===== src/rtl/multicycle_control_fsm.sv =====
// Main control FSM for a multicycle MIPS-subset datapath (R, LW, SW, BEQ, optional J).
// Sequences fetch/decode/execute/memory/writeback steps, stalls on MemReady,
// counts retired instructions and pulses IllegalOp on unsupported opcodes.
// Optional feature macro: JUMP_SUPPORT_EN (builds the J opcode / JUMP state).
module multicycle_control_fsm #(
    parameter int unsigned CNT_W = 16
) (
    input  logic             Clk,
    input  logic             Reset,
    input  logic [5:0]       Op,
    input  logic             Zero,
    input  logic             MemReady,
    output logic             PCWrite,
    output logic             PCWriteCond,
    output logic             PCEn,
    output logic             IorD,
    output logic             MemRead,
    output logic             MemWrite,
    output logic             IRWrite,
    output logic             MemToReg,
    output logic             RegWrite,
    output logic             RegDst,
    output logic             ALUSrcA,
    output logic [1:0]       ALUSrcB,
    output logic             ALUOp0,
    output logic             ALUOp1,
    output logic [1:0]       PCSource,
    output logic             IllegalOp,
    output logic [CNT_W-1:0] InstrCount
);

    localparam logic [3:0] FETCH   = 4'd0;
    localparam logic [3:0] DECODE  = 4'd1;
    localparam logic [3:0] MEMADDR = 4'd2;
    localparam logic [3:0] MEMRD   = 4'd3;
    localparam logic [3:0] MEMWB   = 4'd4;
    localparam logic [3:0] MEMWR   = 4'd5;
    localparam logic [3:0] EXEC    = 4'd6;
    localparam logic [3:0] RWB     = 4'd7;
    localparam logic [3:0] BRANCH  = 4'd8;
`ifdef JUMP_SUPPORT_EN
    localparam logic [3:0] JUMP    = 4'd9;
    localparam logic [5:0] OP_J    = 6'b000010;
`endif

    localparam logic [5:0] OP_R    = 6'b000000;
    localparam logic [5:0] OP_LW   = 6'b100011;
    localparam logic [5:0] OP_SW   = 6'b101011;
    localparam logic [5:0] OP_BEQ  = 6'b000100;

    logic [3:0]       state_q, state_d;
    // Op is only valid in DECODE, so the LW/SW choice is remembered for MEMADDR.
    logic             is_load_q, is_load_d;
    logic [CNT_W-1:0] count_q;
    logic             retire;

    // Moore outputs per state (plus the MemReady-qualified fetch strobes) and next-state logic
    always_comb begin
        PCWrite     = 1'b0;
        PCWriteCond = 1'b0;
        IorD        = 1'b0;
        MemRead     = 1'b0;
        MemWrite    = 1'b0;
        IRWrite     = 1'b0;
        MemToReg    = 1'b0;
        RegWrite    = 1'b0;
        RegDst      = 1'b0;
        ALUSrcA     = 1'b0;
        ALUSrcB     = 2'b00;
        ALUOp0      = 1'b0;
        ALUOp1      = 1'b0;
        PCSource    = 2'b00;
        IllegalOp   = 1'b0;
        retire      = 1'b0;
        state_d     = state_q;
        is_load_d   = is_load_q;
        case (state_q)
            FETCH: begin
                MemRead = 1'b1;
                ALUSrcB = 2'b01;
                IRWrite = MemReady;
                PCWrite = MemReady;
                if (MemReady) state_d = DECODE;
            end
            DECODE: begin
                ALUSrcB = 2'b11;
                case (Op)
                    OP_LW:  begin state_d = MEMADDR; is_load_d = 1'b1; end
                    OP_SW:  begin state_d = MEMADDR; is_load_d = 1'b0; end
                    OP_R:   state_d = EXEC;
                    OP_BEQ: state_d = BRANCH;
`ifdef JUMP_SUPPORT_EN
                    OP_J:   state_d = JUMP;
`endif
                    default: begin
                        IllegalOp = 1'b1;
                        state_d   = FETCH;
                    end
                endcase
            end
            MEMADDR: begin
                ALUSrcA = 1'b1;
                ALUSrcB = 2'b10;
                state_d = is_load_q ? MEMRD : MEMWR;
            end
            MEMRD: begin
                MemRead = 1'b1;
                IorD    = 1'b1;
                if (MemReady) state_d = MEMWB;
            end
            MEMWB: begin
                RegWrite = 1'b1;
                MemToReg = 1'b1;
                retire   = 1'b1;
                state_d  = FETCH;
            end
            MEMWR: begin
                MemWrite = 1'b1;
                IorD     = 1'b1;
                if (MemReady) begin
                    retire  = 1'b1;
                    state_d = FETCH;
                end
            end
            EXEC: begin
                ALUSrcA = 1'b1;
                ALUOp0  = 1'b1;
                state_d = RWB;
            end
            RWB: begin
                RegWrite = 1'b1;
                RegDst   = 1'b1;
                retire   = 1'b1;
                state_d  = FETCH;
            end
            BRANCH: begin
                ALUSrcA     = 1'b1;
                ALUOp1      = 1'b1;
                PCWriteCond = 1'b1;
                PCSource    = 2'b01;
                retire      = 1'b1;
                state_d     = FETCH;
            end
`ifdef JUMP_SUPPORT_EN
            JUMP: begin
                PCWrite  = 1'b1;
                PCSource = 2'b10;
                retire   = 1'b1;
                state_d  = FETCH;
            end
`endif
            default: state_d = FETCH;
        endcase
    end

    assign PCEn       = PCWrite | (PCWriteCond & Zero);
    assign InstrCount = count_q;

    // State, load/store flag and retired-instruction counter; reset abandons any instruction
    always_ff @(posedge Clk) begin
        if (Reset) begin
            state_q   <= FETCH;
            is_load_q <= 1'b0;
            count_q   <= '0;
        end else begin
            state_q   <= state_d;
            is_load_q <= is_load_d;
            if (retire) count_q <= count_q + CNT_W'(1);
        end
    end

endmodule


===== config.mk =====
export PLATFORM = sky130hd
export DESIGN_NAME = multicycle_control_fsm
export DESIGN_NICKNAME = d
export VERILOG_FILES = /design/src/rtl/multicycle_control_fsm.sv
export SDC_FILE = /design/constraint.sdc
export NUM_CORES = 1
export LEC_CHECK = 0
export CELL_PAD_IN_SITES_DETAIL_PLACEMENT = 1
export CELL_PAD_IN_SITES_GLOBAL_PLACEMENT = 2
export CORE_ASPECT_RATIO = 1.25
export CORE_MARGIN = 4
export CORE_UTILIZATION = 26
export CTS_BUF_LIST = sky130_fd_sc_hd__clkbuf_4 sky130_fd_sc_hd__clkbuf_8
export DETAILED_ROUTE_END_ITERATION = 8
export GPL_ROUTABILITY_DRIVEN = 0
export PLACE_DENSITY_LB_ADDON = 0.2
export RECOVER_POWER = 50
export SYNTH_ARGS = -nofsm -noshare
export SYNTH_HDL_FRONTEND = slang
export SYNTH_SLANG_ARGS = --single-unit

===== constraint.sdc =====
create_clock -name Clk -period 2.1 [get_ports Clk]
set_clock_uncertainty 0.1 [all_clocks]
set_input_delay 0.42 -clock Clk [delete_from_list [all_inputs] [get_ports Clk]]
set_output_delay 0.42 -clock Clk [all_outputs]
set_load 0.005 [all_outputs]

# --- Word-level counts from Yosys, hierarchy flattened ---
# Cells that the tools add are included.
word_totals:
  ff_bits: 21
  input_bits: 10
  word_cells: 55
op_classes:
  add_sub_neg: 1
  eq_ne: 14
  n_mux: 23
  n_bitwise: 2
  n_reduce_logical: 12
op_table:
  columns: ["cell", "count"]
  rows:
  - ["one-hot mux 4 bit (6 select lines)", 1]
  - ["adder 16 x 1 -> 16 bit (second input constant)", 1]
  - ["== test 4 x 3 -> 1 bit (second input constant)", 4]
  - ["2-to-1 mux 1 bit", 14]
  - ["== test 6 bit (second input constant)", 2]
  - ["2-to-1 mux 4 bit", 3]
  - ["one-hot mux 4 bit (3 select lines)", 1]
  - ["== test 4 x 2 -> 1 bit (second input constant)", 2]
  - ["OR reduction 2 bit", 4]
  - ["== test 6 x 3 -> 1 bit (second input constant)", 1]
  - ["logical NOT 6 bit", 1]
  - ["inequality test 2 bit (second input constant)", 3]
  - ["one-hot mux 2 bit (3 select lines)", 1]
  - ["OR reduction 3 bit", 2]
  - ["== test 4 x 1 -> 1 bit (second input constant)", 1]
  - ["== test 4 bit (second input constant)", 1]
  - ["logical NOT 4 bit", 1]
  - ["one-hot mux 1 bit (2 select lines)", 2]
  - ["OR reduction 4 bit", 1]
  - ["2-to-1 mux 3 bit", 1]
  - ["AND reduction 3 bit", 1]
  - ["AND reduction 2 bit", 1]
  - ["nonzero test 2 bit", 1]
  - ["AND 1 bit", 1]
  - ["OR 1 bit", 1]

# --- Logic depth before layout (Yosys ltp) ---
logic_depth:
  depth_word: 4
  ltp_mapped: 6
  mapped_depth_nobuf: 5

# --- Least setup slack after synthesis ---
# OpenSTA, ideal clock, no wires.
synth_path:
  path_kind: "flip-flop to flip-flop"
  start: "register state_q[0]"
  end: "register count_q[15], in the netlist InstrCount[15]"
  setup_ps: 71
  t_arrival_ps: 1636
  slack_ps: 293
  path_stages_with_launch: 6
  period_less_slack_ps: 1807
  cell_sequence: "dfxtp_1 > nor4b_2 > a211oi_2 > buf_6 > or4_1 > a21oi_1"
synth_between:
  elab_chain_len: 3
  elab_cells_between_ends: 6
  cone_classes: "eq/ne: 4; mux: 1; reduce/logical: 1"
synth_lines:
  columns: ["item", "line", "rtl"]
  rows:
  - ["from (decl)", "51", "logic [3:0] state_q, state_d;"]
  - ["from (signal assigned)", "166", "state_q <= state_d;"]
  - ["== test 4 bit or == test 4 x 3 -> 1 bit (tied branches)", "77", "case (state_q)"]
  - ["OR reduction 3 bit (no source line)", null, null]
  - ["one-hot mux 1 bit (2 select lines) *", "77", null]
  - ["to (signal assigned)", "168", "if (retire) count_q <= count_q + CNT_W'(1);"]
  - ["to (decl)", "54", "logic [CNT_W-1:0] count_q;"]
# Every way passes the cells marked *; elsewhere a longest branch is shown, timed or not.
# A chain may end at the register's enable or synchronous reset.

# --- Worst setup path after layout ---
layout_path:
  start: "input Op[0]"
  end: "output IllegalOp"
layout_between:
  elab_chain_len: 4
  elab_cells_between_ends: 7
  cone_classes: "eq/ne: 3; mux: 2; reduce/logical: 2"
layout_lines:
  columns: ["item", "line", "rtl"]
  rows:
  - ["from (decl)", "10", "input logic [5:0] Op,"]
  - ["== test 6 x 3 -> 1 bit, or another cell as far along", "87", "case (Op)"]
  - ["OR reduction 4 bit (no source line) *", null, null]
  - ["2-to-1 mux 1 bit *", "87", null]
  - ["2-to-1 mux 1 bit *", "77", null]
  - ["to (decl)", "28", "output logic IllegalOp,"]
# Marked as above.

==> results.md <==
| Metric | Reported |
|---|---|
| Status | finished, final reports clean |
| Full die area | 6079 um2 |
| Top-area cell type share of the netlist area | 33.07% |
| Worst R2R Setup Slack | 90 ps |
| Initial standard-cell utilization of the core | 26.88% |
| IO Count | 44 |
| Remaining global-route overflow | 0 |
| WHS | 394.3 ps |
| Number of antenna cells inserted | 0 |
| Crit path DAT | 1520 ps |
| Clock net sink count | 21 |
| Post-layout minimum cycle time | 2044 ps |
| DRC violations left | 0 |
| Routed met2 length | 2.229 mm |
| Summed instance area of the synthesized netlist | 1271 um2 |
| Leading post-synthesis cells by instance count | sky130_fd_sc_hd__dfxtp_1 (21), sky130_fd_sc_hd__a21oi_1 (17), sky130_fd_sc_hd__nor2_1 (11) |
| Pwr Total | 774.0 uW |
| Total half-perimeter wirelength after legalization and detailed placement | 3.174 mm |
| Crit Path Class | input pin to output pin |
| Number of buffers inserted during clock tree synthesis | 3 |
| Count of port buffers added during placement | 42 |
| Std-Cell Core Area | 4730 um2 |
| Buffers & Inverters on Critical Path | 2 |
| Largest cells by area after synthesis | sky130_fd_sc_hd__dfxtp_1 (33%), sky130_fd_sc_hd__a21oi_1 (6.7%), sky130_fd_sc_hd__or3_1 (4.4%) |
| Count of flip-flops with a built-in enable after synthesis | 0 |
| Layout cell share with drive strength beyond 1 | 22.02% |
| Setup repair after global routing missed its margin | no |
| Top metal layer carrying routed signals | met4 |
| Routed met1 length | 1.727 mm |
| Setup Viol. Count Final | 0 |
| Post-synthesis to final-layout area growth | 58.96% |
| Flip-flop and latch count after synthesis | 21 |
| Most frequent cell after synthesis | sky130_fd_sc_hd__dfxtp_1 |
| Placed instance count | 269 |
| Layout Cells excl Fill | 278 |
| Most area-hungry cell type in the Yosys netlist | sky130_fd_sc_hd__dfxtp_1 |
| H-tree Lvls | 1 |
| Total number of vias | 1424 |
| Detailed-route vias per instance | 5.122 |
| Hold buffers post-CTS | 0 |
| Post-route fraction of the period consumed by the critical path | 97.33% |
| Total iterations of the first detailed-routing run | 4 |
| Setup_tns | 0 ps |
| Measured slew at the worst slew-check pin | 497.7 ps |
| Post-Syn Area per Cell | 7.995 um2 |
| Number of distinct standard cells referenced by the synthesized netlist | 42 |
| Biggest fanout along the worst timing path | 2 |
| Number of standard cells after synthesis | 159 |
| Max_cap viols | 0 |
| Syn Nets | 170 |
| Ys flop type | sky130_fd_sc_hd__dfxtp_1 |
| Data required time of the worst path | 1580 ps |
| Clock Path Buffers | 2 |
| Critical path launch point type | input pin |
| Number of placement rows | 28 |
| Aggregate global-route resource usage | 13.83% |
| Timing-limited maximum frequency | 0.4893 GHz |
| Launch instance of the worst min-delay path | InstrCount[15]$_SDFFE_PP0P_ |
| Root buffer cell | sky130_fd_sc_hd__clkbuf_8 |
| Worst-path cell chain | clkdlybuf4s15_1 -> or3_1 -> or2_4 -> nor3b_1 -> buf_2 |
| Yosys synthesis warning count | 0 |
| Cell count of the worst reg-to-reg path | 7 |
| Die outline width | 70.54 um |
| Clk pin slew, worst setup/hold paths | 70 ps |
| Wirelength per Cell | 14.91 um |
| Net total in the final layout | 230 |
| Critical path's top delay family | simple AND/OR/NAND/NOR gates |
| Slowest stage delay, CP | 390 ps |
| Number of global-route vias before repair | 1492 |
| Peak supply drop | 0.3508 mV |
| CTS tree | built |
| Final-report max-slew violation count | 0 |
| Insertion delay of the later-clocked pin in the worst-skew pair | 260 ps |
| RR Startpoint | state_q[0]$_SDFFE_PP0P_ |
| Antenna violations before repair | 0 |
| Met3 Wirelength | 157 um |
| Capturing element of the worst setup path | IllegalOp |
| Global-route wire length before repair | 7.031 mm |
| Height of the die | 86.18 um |
| Async SR Flop Fraction | 0% |
| Critical Path Slowest Stage Cell | sky130_fd_sc_hd__or3_1 |
| Proportion of synthesized chip area in sequential cells | 33.07% |
| Maximum number of pins on one net before global-route repair | 23 |
| Stages on the worst setup path | 5 |
| Routed Wire Length | 4.145 mm |
| Capturing point of the worst reg2reg path | InstrCount[13]$_SDFFE_PP0P_ |
| Setup crit start | Op[0] |
| Leak | 0.0008083 uW |
| DR iter-0 viols | 67 |
| Power density relative to cell area | 383.0 nW/um2 |
| Nature of the critical path endpoint | output pin |
| Hold Crit Class | flop to flop |
| Filler cell count in the final layout | 588 |
| Final Hold Fails | 0 |
| Relative slew margins | 66.72% |
| DRT antenna net count | 0 |
## logic make-up after synthesis
family / share of synthesized area [%]
flip-flops: 33.07
multiplexers: 2.362
buffers and inverters: 6.398
AND/OR/NAND/NOR: 35.14
XOR/XNOR: 1.378
other: 0.2950
AO/OA/AOI/OAI: 20.37
adder cells (fa/ha/maj): 0.9841
## area by class of cell
cell class / count / area, um2 / share of cell area (%)
clock buffers: 4 / 48.80 / 2.415
repair buffers: 68 / 625.6 / 30.96
well taps: 60 / 75.07 / 3.715
flip-flops and latches: 21 / 435.4 / 21.55
inverters: 2 / 7.507 / 0.3715
multi-input cells: 123 / 828.3 / 40.99
## through the flow
step / setup WS (ps) / cell area [um2] / util, %
floorplan: 293.2 / 1271 / -
global placement: -500.2 / 1863 / 39.39
detailed placement: -584.3 / 1863 / 39.39
CTS: -71.26 / 1988 / 42.04
global route: 2.446 / 2021 / 42.72
finish: 56.15 / 2021 / 42.72
## power breakdown
group | switching, uW | internal [uW] | total, uW | leakage, uW
sequential | 3.14 | 395 | 398 | 0.000172
clock | 130 | 148 | 278 | 0.0000262
combinational | 40.6 | 56.7 | 97.3 | 0.000610
## registers in the layout, indices dropped and copies added, names as in the netlist
name,cells
InstrCount,16
state_q,4
is_load_q,1
## worst min-delay path by stage
stage / end / slack, ps / cells after the start
after floorplan: is_load_q$_SDFFE_PP0P_ / 360 / 2
after global placement: InstrCount[15]$_SDFFE_PP0P_ / 380 / 2
after detailed placement: is_load_q$_SDFFE_PP0P_ / 390 / 2
after CTS: InstrCount[15]$_SDFFE_PP0P_ / 410 / 2
after global routing: InstrCount[10]$_SDFFE_PP0P_ / 430 / 2
final: InstrCount[15]$_SDFFE_PP0P_ / 390 / 2
## placed cells by master, fill, tap and decap left out, types with 2 or more instances in the layout
master / count
sky130_fd_sc_hd__dfxtp_4: 4
sky130_fd_sc_hd__and3_1: 3
sky130_fd_sc_hd__a21oi_2: 2
sky130_fd_sc_hd__clkdlybuf4s15_1: 2
sky130_fd_sc_hd__dlygate4sd2_1: 13
sky130_fd_sc_hd__nand2_1: 8
sky130_fd_sc_hd__nor3_1: 5
sky130_fd_sc_hd__or4_1: 6
sky130_fd_sc_hd__nor4_1: 2
sky130_fd_sc_hd__and2_1: 3
sky130_fd_sc_hd__clkdlybuf4s50_1: 9
sky130_fd_sc_hd__dfxtp_1: 17
sky130_fd_sc_hd__buf_4: 21
sky130_fd_sc_hd__clkbuf_8: 3
sky130_fd_sc_hd__inv_1: 2
sky130_fd_sc_hd__nor2b_4: 3
sky130_fd_sc_hd__and4_1: 3
sky130_fd_sc_hd__o31ai_1: 7
sky130_fd_sc_hd__buf_12: 2
sky130_fd_sc_hd__a21oi_1: 15
sky130_fd_sc_hd__nor3b_1: 3
sky130_fd_sc_hd__nand4_1: 4
sky130_fd_sc_hd__or2_4: 2
sky130_fd_sc_hd__mux2i_1: 3
sky130_fd_sc_hd__or3_1: 9
sky130_fd_sc_hd__nand2b_4: 2
sky130_fd_sc_hd__nor2_1: 11
sky130_fd_sc_hd__o21ai_0: 10
sky130_fd_sc_hd__nand3_1: 5
sky130_fd_sc_hd__buf_6: 2
sky130_fd_sc_hd__dlygate4sd3_1: 15
## what timing repair did
item,4_1_cts,5_1_grt
pin swaps,2,3
setup buffers,2,3
gates resized for setup,38,10
endpoints found under the setup margin,16,17
## per-layer routing
layer / vias to the layer above / track usage [%]
met1: 690 / 15.07
met5: - / 0
met3: 2 / 1.392
met4: 0 / 4.103
li1: 706 / -
met2: 26 / 27.68
## worst min-delay path, cell delays in order (launching register included)
cell and delay, ps:
sky130_fd_sc_hd__dfxtp_1 330, sky130_fd_sc_hd__o31ai_1 70, sky130_fd_sc_hd__a21oi_1 50
Note: power is estimated with default switching activity, not from simulation.
